==> src/rtl/seven_segment_scan_driver.sv <==
// Time-multiplexed hex seven-segment driver. Each digit slot opens with a dead time,
// and new values are committed only at frame boundaries so a frame never shows mixed data.
module seven_segment_scan_driver #(
    parameter int NUM_DIGITS     = 4,
    parameter int REFRESH_DIV    = 24000,
    parameter int DEAD_CYCLES    = 2,
    parameter bit SEG_ACTIVE_LOW = 1'b1,
    parameter bit EN_ACTIVE_LOW  = 1'b1
) (
    input  logic                    clk,
    input  logic                    reset,
    input  logic                    load,
    input  logic [4*NUM_DIGITS-1:0] value_in,
    input  logic [NUM_DIGITS-1:0]   blank_in,
    output logic [6:0]              seg,
    output logic [NUM_DIGITS-1:0]   digit_en,
    output logic                    frame_tick
);

    localparam int DIV_W = $clog2(REFRESH_DIV);
    localparam int DIG_W = (NUM_DIGITS > 1) ? $clog2(NUM_DIGITS) : 1;
    localparam logic [DIV_W-1:0]      DIV_LAST = DIV_W'(REFRESH_DIV - 1);
    localparam logic [DIG_W-1:0]      DIG_LAST = DIG_W'(NUM_DIGITS - 1);
    localparam logic [DIV_W-1:0]      DEAD_END = DIV_W'(DEAD_CYCLES);
    localparam logic [6:0]            SEG_OFF  = {7{SEG_ACTIVE_LOW}};
    localparam logic [NUM_DIGITS-1:0] EN_OFF   = {NUM_DIGITS{EN_ACTIVE_LOW}};

    // Active-high glyphs, bit0 = segment a.
    function automatic logic [6:0] decode(input logic [3:0] nib);
        case (nib)
            4'h0: decode = 7'h3F;  4'h1: decode = 7'h06;
            4'h2: decode = 7'h5B;  4'h3: decode = 7'h4F;
            4'h4: decode = 7'h66;  4'h5: decode = 7'h6D;
            4'h6: decode = 7'h7D;  4'h7: decode = 7'h07;
            4'h8: decode = 7'h7F;  4'h9: decode = 7'h6F;
            4'hA: decode = 7'h77;  4'hB: decode = 7'h7C;
            4'hC: decode = 7'h39;  4'hD: decode = 7'h5E;
            4'hE: decode = 7'h79;  4'hF: decode = 7'h71;
            default: decode = 7'h00;
        endcase
    endfunction

    logic [DIV_W-1:0]        div_q, div_d;
    logic [DIG_W-1:0]        digit_q, digit_d;
    logic                    pending_q, pending_d;
    logic [4*NUM_DIGITS-1:0] pend_value_q, pend_value_d;
    logic [NUM_DIGITS-1:0]   pend_blank_q, pend_blank_d;
    logic [4*NUM_DIGITS-1:0] disp_value_q, disp_value_d;
    logic [NUM_DIGITS-1:0]   disp_blank_q, disp_blank_d;
    logic [6:0]              seg_q, seg_d;
    logic [NUM_DIGITS-1:0]   en_q, en_d;
    logic                    frame_tick_q;
    logic                    boundary;

    assign boundary = (div_q == DIV_LAST) && (digit_q == DIG_LAST);

    // State register.
    always_ff @(posedge clk) begin
        // NOTE: the buffered data registers are reset as well, so a reset mid-frame
        // cannot leak stale pending data into the first committed frame.
        if (!reset) begin
            div_q        <= '0;
            digit_q      <= '0;
            pending_q    <= 1'b0;
            pend_value_q <= '0;
            pend_blank_q <= '0;
            disp_value_q <= '0;
            disp_blank_q <= '1;
            seg_q        <= SEG_OFF;
            en_q         <= EN_OFF;
            frame_tick_q <= 1'b0;
        end else begin
            // NOTE: non-blocking assignments here, so every register samples
            // pre-edge values regardless of statement order.
            div_q        <= div_d;
            digit_q      <= digit_d;
            pending_q    <= pending_d;
            pend_value_q <= pend_value_d;
            pend_blank_q <= pend_blank_d;
            disp_value_q <= disp_value_d;
            disp_blank_q <= disp_blank_d;
            seg_q        <= seg_d;
            en_q         <= en_d;
            frame_tick_q <= boundary;
        end
    end

    // Next-state: scan counters and the double buffer.
    always_comb begin
        // NOTE: defaults first, so no path through this block leaves a signal unassigned.
        div_d        = div_q + 1'b1;
        digit_d      = digit_q;
        pending_d    = pending_q;
        pend_value_d = pend_value_q;
        pend_blank_d = pend_blank_q;
        disp_value_d = disp_value_q;
        disp_blank_d = disp_blank_q;

        if (div_q == DIV_LAST) begin
            div_d   = '0;
            digit_d = (digit_q == DIG_LAST) ? '0 : digit_q + 1'b1;
        end

        if (boundary && pending_q) begin
            disp_value_d = pend_value_q;
            disp_blank_d = pend_blank_q;
            pending_d    = 1'b0;
        end

        // A load on the boundary cycle lands after the commit and waits a frame.
        if (load) begin
            pend_value_d = value_in;
            pend_blank_d = blank_in;
            pending_d    = 1'b1;
        end
    end

    // Output: decode the current slot, one cycle ahead of the pins.
    always_comb begin
        logic [3:0]            sel_value;
        logic                  sel_blank;
        logic [NUM_DIGITS-1:0] onehot;

        sel_value = 4'h0;
        sel_blank = 1'b1;
        onehot    = '0;
        for (int k = 0; k < NUM_DIGITS; k++) begin
            if (digit_q == DIG_W'(k)) begin
                sel_value = disp_value_q[4*k +: 4];
                sel_blank = disp_blank_q[k];
                onehot[k] = 1'b1;
            end
        end

        if (div_q < DEAD_END) begin
            seg_d = SEG_OFF;
            en_d  = EN_OFF;
        end else begin
            seg_d = sel_blank ? SEG_OFF : (decode(sel_value) ^ SEG_OFF);
            en_d  = onehot ^ EN_OFF;
        end
    end

    assign seg        = seg_q;
    assign digit_en   = en_q;
    assign frame_tick = frame_tick_q;

endmodule

==> config.mk <==
export PLATFORM = sky130hd
export DESIGN_NAME = seven_segment_scan_driver
export DESIGN_NICKNAME = d
export VERILOG_FILES = /design/src/rtl/seven_segment_scan_driver.sv
export SDC_FILE = /design/constraint.sdc
export NUM_CORES = 1
export LEC_CHECK = 0
export BUFFER_PORTS_ARGS = -buffer_cell sky130_fd_sc_hd__buf_2
export CORE_MARGIN = 2
export CORE_UTILIZATION = 55
export CTS_CLUSTER_DIAMETER = 50
export DETAILED_ROUTE_END_ITERATION = 7
export PLACE_DENSITY = 0.76
export RECOVER_POWER = 25
export SLEW_MARGIN = 20
export SYNTH_ARGS = -nofsm -noshare
export SYNTH_HDL_FRONTEND = slang
export SYNTH_SLANG_ARGS = --single-unit
==> constraint.sdc <==
create_clock -name clk -period 3.2 [get_ports clk]
set_clock_uncertainty 0.1 [all_clocks]
set_input_delay 0.64 -clock clk [delete_from_list [all_inputs] [get_ports clk]]
set_output_delay 0.64 -clock clk [all_outputs]
set_load 0.05 [all_outputs]
# [After elaboration in Yosys (flattened, before gate mapping)]
# Memories as Yosys holds them, arrays and structs flattened.
# Cells that the tools add are included.
[totals] reg_bits=70 mem_bits_ro=112 inputBits=23 out_inout_bits=12 word_cells=44 n_memories=1
[mem_list] name="(no name shown)" depth=16 width=7 rd=1 rd_ports_with_merged_regs=0 wr=0 line_no="30" rtl="case (nib)"
[op_classes] n_addsub=2 order_cmp=1 eq_ne=4 n_mux=16 bitwise_logic=3 reduce_logical=7
[ops] operator="$mux W4" count=4
[ops] operator="$add A15 B1 Y15 const B" count=1
[ops] operator="$eq A15 B15 Y1 const B" count=1
[ops] operator="$lt A15 B2 Y1 const B" count=1
[ops] operator="$mux W1" count=10
[ops] operator="$mux W7" count=1
[ops] operator="$not A7 Y7" count=1
[ops] operator="$eq A2 B2 Y1 const B" count=2
[ops] operator="$not A4 Y4" count=1
[ops] operator="$reduce_or A2 Y1" count=2
[ops] operator="$reduce_or A3 Y1" count=1
[ops] operator="$add A2 B1 Y2 const B" count=1
[ops] operator="$eq A2 B1 Y1 const B" count=1
[ops] operator="$logic_and A1 B1 Y1" count=2
[ops] operator="$logic_not A2 Y1" count=1
[ops] operator="$mux W2" count=1
[ops] operator="$reduce_bool A2 Y1" count=1
[ops] operator="$not A1 Y1" count=1

# [Depth between registers and ports, before layout]
# Gate-level depths: netlist of run 1.
# An unclocked memory read counts as a cell.
[depth] depth_word=8 mapped_depth=11 depth_no_buf=11

# [Least setup slack after synthesis of run 1]
# No wires, ideal clock.
[synth_timing] path_type="reg2reg" from="register digit_q[0]" to="register seg_q[3] (netlist: seg[3])" setup_ns=0.123 arrival_time_ns=2.037 required_ns=2.977 slack_ns=0.940 path_stages_with_launch=10 period_less_slack_ns=2.260 cell_sequence="dfxtp_1 ha_1 clkbuf_1 mux2i_1 a31oi_1 inv_1 ha_1 a21oi_1 o2bb2ai_1 nand2_1"
[synth_between] elab_chain_len=8 word_cells_on_any_way=16
[synth_lines] item="start: declaration" line_no="44" rtl="logic [DIG_W-1:0] digit_q, digit_d;"
[synth_lines] item="start signal: assignment" line_no="76" rtl="digit_q <= digit_d;"
[synth_lines] item="$logic_not A2 Y1" line_no="128" rtl="if (digit_q == DIG_W'(k)) begin"
[synth_lines] item="$mux W4 (4 in a row)" line_no="128"
[synth_lines] item="$mem_v2 Z16 W7"
[synth_lines] item="$mux W7" line_no="135" rtl="if (div_q < DEAD_END) begin"
[synth_lines] item="$not A7 Y7 (no source line)"
[synth_lines] item="end signal: assignment" line_no="82" rtl="seg_q <= seg_d;"
[synth_lines] item="end: declaration" line_no="50" rtl="logic [6:0] seg_q, seg_d;"
# Several ways; a longest one is shown, not always the timed one. The select of a mux whose other input is x is not followed.
# A chain may end at the register's enable or synchronous reset.

# [Worst setup path after layout of run 1]
# Same ends and word-level chain as after synthesis.

==> results.sh, run 1 <==
export IMPL_finalWorstSetupSlack_ns=0.656
export IMPL_antenna_left=0
export IMPL_maxCapViolations=1
export IMPL_cts_made_buffers=9
export IMPL_numClockSinks=70
export IMPL_die_w_um=77.5
export IMPL_yosys_warnings=0
export IMPL_violations="max-capacitance violations, max-slew violations"
export IMPL_grt_max_degree=40
export IMPL_ir_drop_uv=340
export IMPL_synth_edff_count=0
export IMPL_num_vias=2187
export IMPL_worst_setup_path_type="register to register"
export IMPL_gp_congestion=0.870
export IMPL_cts_setup_buffers=0
export IMPL_htree_levels=3
export IMPL_post_drt_wl_per_cell_um=13.1
export IMPL_drv_slew=40
export IMPL_ioPinCount=35
export IMPL_drtIter0Drc=86
export IMPL_vias_per_cell=5.18
export IMPL_clk_path_buf_depth=2
export IMPL_p_comb_share_pct=4.0
export IMPL_path_clk_slew_ns=0.07
export IMPL_synth_area_leaders="dfxtp_1, mux2i_1, nor2_1"
export IMPL_synthCells=313
export IMPL_seq_power_share_pct=51.7
export IMPL_drc=0
export IMPL_worstPathArrival_ns=2.68
export IMPL_hold_class="register to register"
export IMPL_dp_slack_ns=0.716
export IMPL_track_usage_pct=20.4
export IMPL_dp_hpwl_um=3850
export IMPL_drive_gt1_share_pct=17.0
export IMPL_coreArea_um2=5170
export IMPL_synth_top_area_share_pct=47.1
export IMPL_grt_ovfl_total=0
export IMPL_cp_end_kind="register"
export IMPL_ys_types=40
export IMPL_worstSetupStartpointType="register"
export IMPL_diodes=0
export IMPL_netlist_area_um2=2970
export IMPL_cts_tree="done"
export IMPL_first_pass_iters=4
export IMPL_ys_async_sr_fraction_pct=0
export IMPL_worstMarginPinSlew_ns=1.69
export IMPL_clockRootBuffer="clkbuf_8"
export IMPL_p_int_mw=1.38
export IMPL_cp_max_fo=15
export IMPL_power_frac_clock_pct=44.3
export IMPL_nNetsFinal=382
export IMPL_fmax_mhz=393
export IMPL_postCtsHoldBufs=0
export IMPL_rsz0062_at_grt="false"
export IMPL_cp_required_ns=3.33
export IMPL_period_share_pct=79.5
export IMPL_synth_top_flop_cell="dfxtp_1"
export IMPL_avgSynthCellArea_um2=9.50
export IMPL_relSlewSlack_pct=-12.9
export IMPL_ys_ff_latch=70
export IMPL_die_h_um=77.5
export IMPL_area_delta_synth_final_pct=14.6
export IMPL_grt_pass1_wl_um=9470
export IMPL_setup_viol=0
export IMPL_swShare_pct=21.0
export IMPL_routed_wirelength_um=5550
export IMPL_period_needed_ns=2.54
export IMPL_p_sw_mw=0.367
export IMPL_grt_pass1_vias=2001
export IMPL_die_area_um2=6010
export IMPL_insertion_delay_ns=0.34
export IMPL_power_density_nw_per_um2=513
export IMPL_synth_nets=348
export IMPL_cts_resized=0
export IMPL_antenna_found_initial=0
export IMPL_synth_top_area_cell="dfxtp_1"
export IMPL_ys_seq_area_share_pct=47.1
export IMPL_initial_utilization_pct=57.5
export IMPL_tns_ns=0
export IMPL_finalHoldViolCount=0
export IMPL_status="finished, violations left"
export IMPL_io_buffer_count=34
export IMPL_p_leak_nw=1.37
export IMPL_row_count=26
-- area by class of cell --
class | instances | area, µm²
Clock buffer | 12 | 145
Clock inverter | 4 | 70.1
Fill cell | 423 | 1760
Inverter | 8 | 30.0
Multi-Input combinational cell | 220 | 1480
Sequential cell | 70 | 1400
Tap cell | 70 | 87.6
Timing Repair Buffer | 38 | 195
-- layout by cell type, fill, tap and decap left out, types with 3 or more instances in the layout --
cell type  synthesis  final
nand3_1            5      5
nor4_1             3      3
nor2_1            55     55
nand3b_1           3      3
a21oi_1           10     10
inv_1              8      8
o221ai_1           4      4
nand2b_1           3      3
mux2i_1           43     43
and3_2             4      4
buf_2              3     33
o21ai_0            4      4
ha_1              12     12
xor2_1             8      8
clkbuf_1           9      4
and3_1             4      4
buf_4              2      3
nand2_1           30     30
clkbuf_8           0     10
nor2b_1            3      3
dfxtp_1           70     70
xnor2_1            5      5
-- per-layer routing --
| layer | global-route usage [%] | vias to the layer above | wire length [µm] |
|---|---|---|---|
| met5 | 0 | - | 0 |
| met4 | 10.5 | 0 | 129 |
| met3 | 6.16 | 13 | 248 |
| met2 | 31.0 | 47 | 2500 |
| met1 | 26.1 | 998 | 2670 |
| li1 | - | 1129 | - |
-- worst paths after layout --
kind / startpoint / end / slack (ns) / cells past startpoint
setup / recovery: digit_q[0]$_SDFFE_PN0N_ / seg[3]$_SDFF_PP1_ / 0.66 / 8
setup reg to reg: digit_q[0]$_SDFFE_PN0N_ / seg[3]$_SDFF_PP1_ / 0.66 / 8
hold / removal: div_q[0]$_SDFF_PP0_ / div_q[0]$_SDFF_PP0_ / 0.37 / 1
hold reg to reg: div_q[0]$_SDFF_PP0_ / div_q[0]$_SDFF_PP0_ / 0.37 / 1
-- worst max-delay path, stage by stage (launching register included) --
cell	delay (ns)
dfxtp_1	0.40
ha_1	0.44
nor2_1	0.19
a31oi_1	0.41
inv_1	0.20
ha_1	0.37
a21oi_1	0.14
o2bb2ai_1	0.12
nand2_1	0.06
-- cell families after synthesis --
family | count (synthesis) | share of synthesized area, %
xor gates and xnor gates | 13 | 3.83
adders and majority gates | 12 | 5.05
AOI/OAI and AO/OA | 28 | 6.23
buffers and inverters | 23 | 3.28
and+or+nand+nor | 124 | 20.0
DFF | 70 | 47.1
muxes | 43 | 14.5
-- Yosys cell counts (4+ instances only) --
cell      instances
dfxtp_1          70
nor2_1           55
mux2i_1          43
nand2_1          30
ha_1             12
a21oi_1          10
clkbuf_1          9
inv_1             8
xor2_1            8
nand3_1           5
xnor2_1           5
and3_1            4
and3_2            4
o21ai_0           4
o221ai_1          4
-- per-stage QoR --
step                hold slack [ns]  cells  cell area [µm²]  power (mW)  util [%]
finish                        0.372    422             3410        1.75      65.9
global route                  0.386    422             3410        1.82      65.9
CTS                           0.361    422             3410        1.76      66.0
detailed placement            0.349    406             3200       0.995      61.8
global placement              0.337    406             3200       0.993      61.8
floorplan                     0.318    313             2970       0.969         -
-- flip-flops by register name, summed over array words and instances, names as in the netlist --
signal / flops
disp_value_q: 16
pend_value_q: 16
div_q: 15
seg: 7
digit_en: 4
disp_blank_q: 4
pend_blank_q: 4
digit_q: 2
frame_tick: 1
pending_q: 1
-- power by group through the flow --
stage / clock, mW / sequential [mW] / combinational, mW
finish: 0.774 / 0.903 / 0.0706
CTS: 0.788 / 0.903 / 0.0723
detailed placement: 0 / 0.923 / 0.0720
global route: 0.831 / 0.906 / 0.0789
floorplan: 0 / 0.923 / 0.0460
global placement: 0 / 0.922 / 0.0707
(Power assumes the default switching activity.)
==> run 2, diff against run 1 <==
==> constraint.sdc (replaced) <==
create_clock -name clk -period 2.5 [get_ports clk]
set_clock_uncertainty 0.1 [all_clocks]
set_input_delay 0.5 -clock clk [delete_from_list [all_inputs] [get_ports clk]]
set_output_delay 0.5 -clock clk [all_outputs]
set_load 0.05 [all_outputs]
==> run 2 against run 1 <==
The run now ends clean. Design area increased by 0.73%. Flip-flop and latch count did not move. Via count rose by 0.27%. Die area unchanged. Fmax is 16% higher. Utilization increased by 0.48 points. Critical endpoint is now seg[5]$_SDFF_PP1_.
==> results.sh, run 2 (synthesis results as in run 1) <==
export IMPL_grt_pass1_wl_um=9610
export IMPL_hold_class="input pin to register"
export IMPL_rsz0062_at_grt="false"
export IMPL_drive_gt1_share_pct=19.2
export IMPL_grt_max_degree=40
export IMPL_p_leak_nw=1.38
export IMPL_die_w_um=77.5
export IMPL_rr_startpoint="digit_q[0]$_SDFFE_PN0N_"
export IMPL_crit_start="digit_q[0]$_SDFFE_PN0N_"
export IMPL_numClockSinks=70
export IMPL_slowest_stage="dfxtp_1"
export IMPL_cts_resized=0
export IMPL_num_vias=2193
export IMPL_cp_end_kind="register"
export IMPL_routed_wirelength_um=5530
export IMPL_htree_levels=3
export IMPL_met2_length_um=2540
export IMPL_setup_viol=0
export IMPL_top_layer="met4"
export IMPL_die_h_um=77.5
export IMPL_path_clk_slew_ns=0.07
export IMPL_met1Wirelength_um=2670
export IMPL_post_drt_wl_per_cell_um=13.0
export IMPL_cpPeakStageDelay_ns=0.39
export IMPL_final_common_cell="dfxtp_1"
export IMPL_dp_hpwl_um=3870
export IMPL_fmax_mhz=454
export IMPL_maxCapViolations=0
export IMPL_grt_ovfl_total=0
export IMPL_coreArea_um2=5170
export IMPL_layout_common_cells="dfxtp_1, nor2_1, mux2i_1"
export IMPL_cts_made_buffers=9
export IMPL_drc=0
export IMPL_power_density_nw_per_um2=637
export IMPL_clk_path_buf_depth=2
export IMPL_worst_setup_path_type="register to register"
export IMPL_status="complete, no violations"
export IMPL_period_share_pct=88.1
export IMPL_antenna_found_initial=0
export IMPL_finalHoldViolCount=0
export IMPL_p_sw_mw=0.467
export IMPL_area_delta_synth_final_pct=15.5
export IMPL_cts_tree="done"
export IMPL_row_count=26
export IMPL_power_frac_clock_pct=42.8
export IMPL_period_needed_ns=2.20
export IMPL_min_from="value_in[7]"
export IMPL_drv_slew=0
export IMPL_cp_required_ns=2.61
export IMPL_initial_utilization_pct=57.5
export IMPL_vias_per_cell=5.17
export IMPL_clockRootBuffer="clkbuf_8"
export IMPL_ioPinCount=35
export IMPL_worstMarginPinSlew_ns=0.789
export IMPL_cp_max_fo=7
export IMPL_cts_setup_buffers=0
export IMPL_postPlaceCellArea_um2=3220
export IMPL_insertion_delay_ns=0.34
export IMPL_worstPathArrival_ns=2.31
export IMPL_gp_congestion=0.804
export IMPL_path_cells="inv_1 > ha_1 > nor2_2 > a31oi_1 > buf_4 > ha_1 > inv_1 > nor2_1 > a21oi_1 > o221ai_1"
export IMPL_reg_largest_list="disp_value_q x16, pend_value_q x16, div_q x15"
export IMPL_tns_ns=0
export IMPL_swShare_pct=21.4
export IMPL_io_buffer_count=34
export IMPL_drtIter0Drc=93
export IMPL_track_usage_pct=20.4
export IMPL_nNetsFinal=385
export IMPL_die_area_um2=6010
export IMPL_wl_met3_um=241
export IMPL_ir_drop_uv=460
export IMPL_final_area_um2=3430
export IMPL_worstSetupStartpointType="register"
export IMPL_first_pass_iters=4
export IMPL_grt_pass1_vias=2083
export IMPL_postCtsHoldBufs=0
export IMPL_antenna_left=0
export IMPL_diodes=0
export IMPL_relSlewSlack_pct=47.4
export IMPL_p_comb_share_pct=4.3
export IMPL_p_total_mw=2.19
export IMPL_p_int_mw=1.72
export IMPL_seq_power_share_pct=52.9
-- run 2: cell types whose count changed in the layout (fill, tap and decap cells not counted), sizes merged --
| cell | before | now |
|---|---|---|
| clkinvlp | 0 | 1 |
| bufinv | 2 | 1 |
| buf | 36 | 39 |
| clkinv | 2 | 1 |
-- run 2: area by class of cell --
class                      count  area [µm²]
clock buffer                  12         165
timing repair buffer          41         219
sequential                    70        1400
fill                         435        1740
clock inverter                 3        42.5
inverter                       8        30.0
multi-input combinational    220        1490
tap                           70        87.6
-- run 2: path summary, 6_finish.rpt --
path,slack [ns],endpoint,cells after the start
max,0.30,seg[5]$_SDFF_PP1_,10
min,0.29,pend_value_q[7]$_SDFFE_PN0P_,3
max reg2reg,0.30,seg[5]$_SDFF_PP1_,10
min reg2reg,0.35,div_q[0]$_SDFF_PP0_,1
-- run 2: power by group through the flow --
stage               combinational, mW  sequential, mW  clock (mW)
floorplan                      0.0589            1.18           0
global placement               0.0922            1.18           0
detailed placement             0.0948            1.18           0
CTS                            0.0962            1.16       0.962
global route                    0.106            1.16        1.01
finish                         0.0935            1.16       0.936
-- run 2: per-stage QoR --
stage	hold WS, ns	std cells	worst slack [ns]	util [%]
after floorplan	0.318	313	0.240	-
after global placement	0.337	409	0.295	62.3
after detailed placement	0.344	409	0.176	62.3
after CTS	0.276	424	0.164	66.3
after global routing	0.286	424	0.0599	66.4
final	0.289	424	0.298	66.4
-- run 2: worst max-delay path: cells and delay by family, from the launching register on --
kind | cells | cell delay, ns
compound gates | 3 | 0.38
simple gates | 2 | 0.33
flops | 1 | 0.39
fa+ha+maj | 2 | 0.49
buf+inv | 3 | 0.37
-- run 2: layer usage --
layer  vias to the layer above  GRT usage (%)
met2                        43           31.0
met4                         0           8.21
met5                         -              0
met3                         8           7.56
li1                       1133              -
met1                      1009           26.3
==> run 3, diff against run 2 <==
--- a/config.mk
+++ b/config.mk
@@ -7,10 +7,10 @@
 export LEC_CHECK = 0
 export BUFFER_PORTS_ARGS = -buffer_cell sky130_fd_sc_hd__buf_2
 export CORE_MARGIN = 2
-export CORE_UTILIZATION = 55
+export CORE_UTILIZATION = 52
 export CTS_CLUSTER_DIAMETER = 50
 export DETAILED_ROUTE_END_ITERATION = 7
-export PLACE_DENSITY = 0.76
+export PLACE_DENSITY = 0.82
 export RECOVER_POWER = 25
 export SLEW_MARGIN = 20
 export SYNTH_ARGS = -nofsm -noshare
==> constraint.sdc (replaced) <==
create_clock -name clk -period 1.9 [get_ports clk]
set_clock_uncertainty 0.1 [all_clocks]
set_input_delay 0.38 -clock clk [delete_from_list [all_inputs] [get_ports clk]]
set_output_delay 0.38 -clock clk [all_outputs]
set_load 0.05 [all_outputs]
==> run 3 against run 2 <==
The run now ends with negative setup slack left. Design area increased by 18%. Worst hold slack got worse by 0.13 ns. Critical path depth decreased by 2. Power increased by 44%. Via count increased by 15%. Cell count increased by 10%. Critical path type unchanged. Largest cell class unchanged. Highest routed layer unchanged.
==> results.sh, run 3 (synthesis results as in run 1) <==
export IMPL_status="finished, violations left"
export IMPL_violations="negative setup slack"
export IMPL_die_h_um=79.6
export IMPL_worst_setup_path_type="register to register"
export IMPL_insertion_delay_ns=0.36
export IMPL_grt_pass1_vias=2344
export IMPL_gp_congestion=0.872
export IMPL_relSlewSlack_pct=72.5
export IMPL_finalHoldViolCount=0
export IMPL_row_count=27
export IMPL_maxCapViolations=0
export IMPL_crit_family="buffers and inverters"
export IMPL_period_share_pct=109
export IMPL_num_vias=2529
export IMPL_ioPinCount=35
export IMPL_clk_path_buf_depth=2
export IMPL_cpMostUsedCell="buf_6"
export IMPL_grt_pass1_wl_um=10900
export IMPL_final_common_cell="dfxtp_1"
export IMPL_area_delta_synth_final_pct=36.1
export IMPL_slowest_stage="dfxtp_4"
export IMPL_antenna_found_initial=0
export IMPL_drtIter0Drc=140
export IMPL_nNetsFinal=425
export IMPL_cpPeakStageDelay_ns=0.36
export IMPL_grt_ovfl_total=0
export IMPL_placedCellCount=437
export IMPL_ir_drop_uv=514
export IMPL_initial_utilization_pct=54.0
export IMPL_fmax_mhz=481
export IMPL_finalWorstSetupSlack_ns=-0.180
export IMPL_vias_per_cell=5.42
export IMPL_htree_levels=3
export IMPL_fin_util_pct=73.5
export IMPL_postCtsHoldBufs=0
export IMPL_numClockSinks=70
export IMPL_grt_max_degree=40
export IMPL_antenna_left=0
export IMPL_power_density_nw_per_um2=777
export IMPL_final_cells=467
export IMPL_die_w_um=79.6
export IMPL_cts_tree="done"
export IMPL_path_buf_inv=3
export IMPL_drive_gt1_share_pct=37.5
export IMPL_setup_viol=27
export IMPL_post_drt_wl_per_cell_um=15.5
export IMPL_p_leak_nw=1.67
export IMPL_routed_wirelength_um=7250
export IMPL_first_pass_iters=4
export IMPL_worstMarginPinSlew_ns=0.412
export IMPL_worstSetupStartpointType="register"
export IMPL_path_cells="buf_6 > ha_4 > buf_6 > nor2b_4 > a311oi_2 > buf_4 > mux2i_1 > o221ai_1"
export IMPL_worstPathArrival_ns=2.19
export IMPL_dp_hpwl_um=4200
export IMPL_cp_required_ns=2.01
export IMPL_cts_made_buffers=9
export IMPL_coreArea_um2=5510
export IMPL_cp_max_fo=6
export IMPL_rsz0062_at_grt="true"
export IMPL_path_clk_slew_ns=0.07
export IMPL_drc=0
export IMPL_clockRootBuffer="clkbuf_8"
export IMPL_hold_class="input pin to register"
export IMPL_io_buffer_count=34
export IMPL_layout_common_cells="dfxtp_1, nor2_1, mux2i_1"
export IMPL_cp_end_kind="register"
export IMPL_track_usage_pct=22.6
export IMPL_diodes=0
export IMPL_period_needed_ns=2.08
export IMPL_die_area_um2=6340
export IMPL_drv_slew=0
export IMPL_reg_largest_list="disp_value_q x16, pend_value_q x16, div_q x15"
==> run 3: cell types whose count changed in the layout (fill, tap and decap cells not counted), sizes merged <==
cell    change
buf        +41
bufinv      +2
clkbuf      -2
==> run 3: worst min-delay path, cell delays in order <==
cell	delay, ns
buf_2	0.07
mux2i_1	0.05
nor2_1	0.07
==> run 3: path summary, 6_finish.rpt <==
| kind | startpoint | end | slack [ns] | depth (start not counted) |
|---|---|---|---|---|
| setup / recovery | digit_q[0]$_SDFFE_PN0N_ | seg[4]$_SDFF_PP1_ | -0.18 | 8 |
| hold / removal | value_in[0] | pend_value_q[0]$_SDFFE_PN0P_ | 0.16 | 3 |
| setup reg to reg | digit_q[0]$_SDFFE_PN0N_ | seg[4]$_SDFF_PP1_ | -0.18 | 8 |
| hold reg to reg | div_q[0]$_SDFF_PP0_ | div_q[0]$_SDFF_PP0_ | 0.32 | 1 |
==> run 3: through the flow <==
step | cell area, µm² | setup WS [ns] | hold slack [ns] | total power [mW] | TNS [ns]
after floorplan | 3030 | -0.0355 | 0.318 | 1.63 | -0.0821
after global placement | 3460 | -0.0901 | 0.332 | 1.69 | -0.366
after detailed placement | 3460 | -0.139 | 0.345 | 1.69 | -0.786
after CTS | 3880 | -0.0216 | 0.149 | 3.15 | -0.0511
after global routing | 4050 | -0.217 | 0.158 | 3.24 | -4.15
final | 4050 | -0.180 | 0.156 | 3.14 | -2.33
==> run 3: where the power goes <==
part	switching (mW)	internal, mW
combinational	0.0743	0.0653
sequential	0.0198	1.50
clock	0.576	0.910
==> run 3: cell type report <==
type / instances / area, µm²
flip-flops and latches: 70 / 1410
fillers: 354 / 1460
inverters: 8 / 30.0
repair buffers: 81 / 553
clock inverters: 5 / 106
well taps: 72 / 90.1
multi-input cells: 220 / 1710
clock buffers: 11 / 141
==> run 3: per-layer routing <==
metal | global-route usage (%) | vias up | wire length, µm | part of all wire (%)
met5 | 0 | - | 0 | 0
met4 | 15.0 | 0 | 257 | 3.5
met2 | 36.5 | 91 | 3530 | 49
met1 | 27.1 | 1195 | 3050 | 42
met3 | 4.52 | 23 | 414 | 5.7
li1 | - | 1220 | - | -
==> run 3: timing repair <==
item,4_1_cts,5_1_grt
pin swaps,8,11
setup buffers,6,7
setup endpoints to repair,7,28
gates cloned,1,1
gates resized for setup,30,35
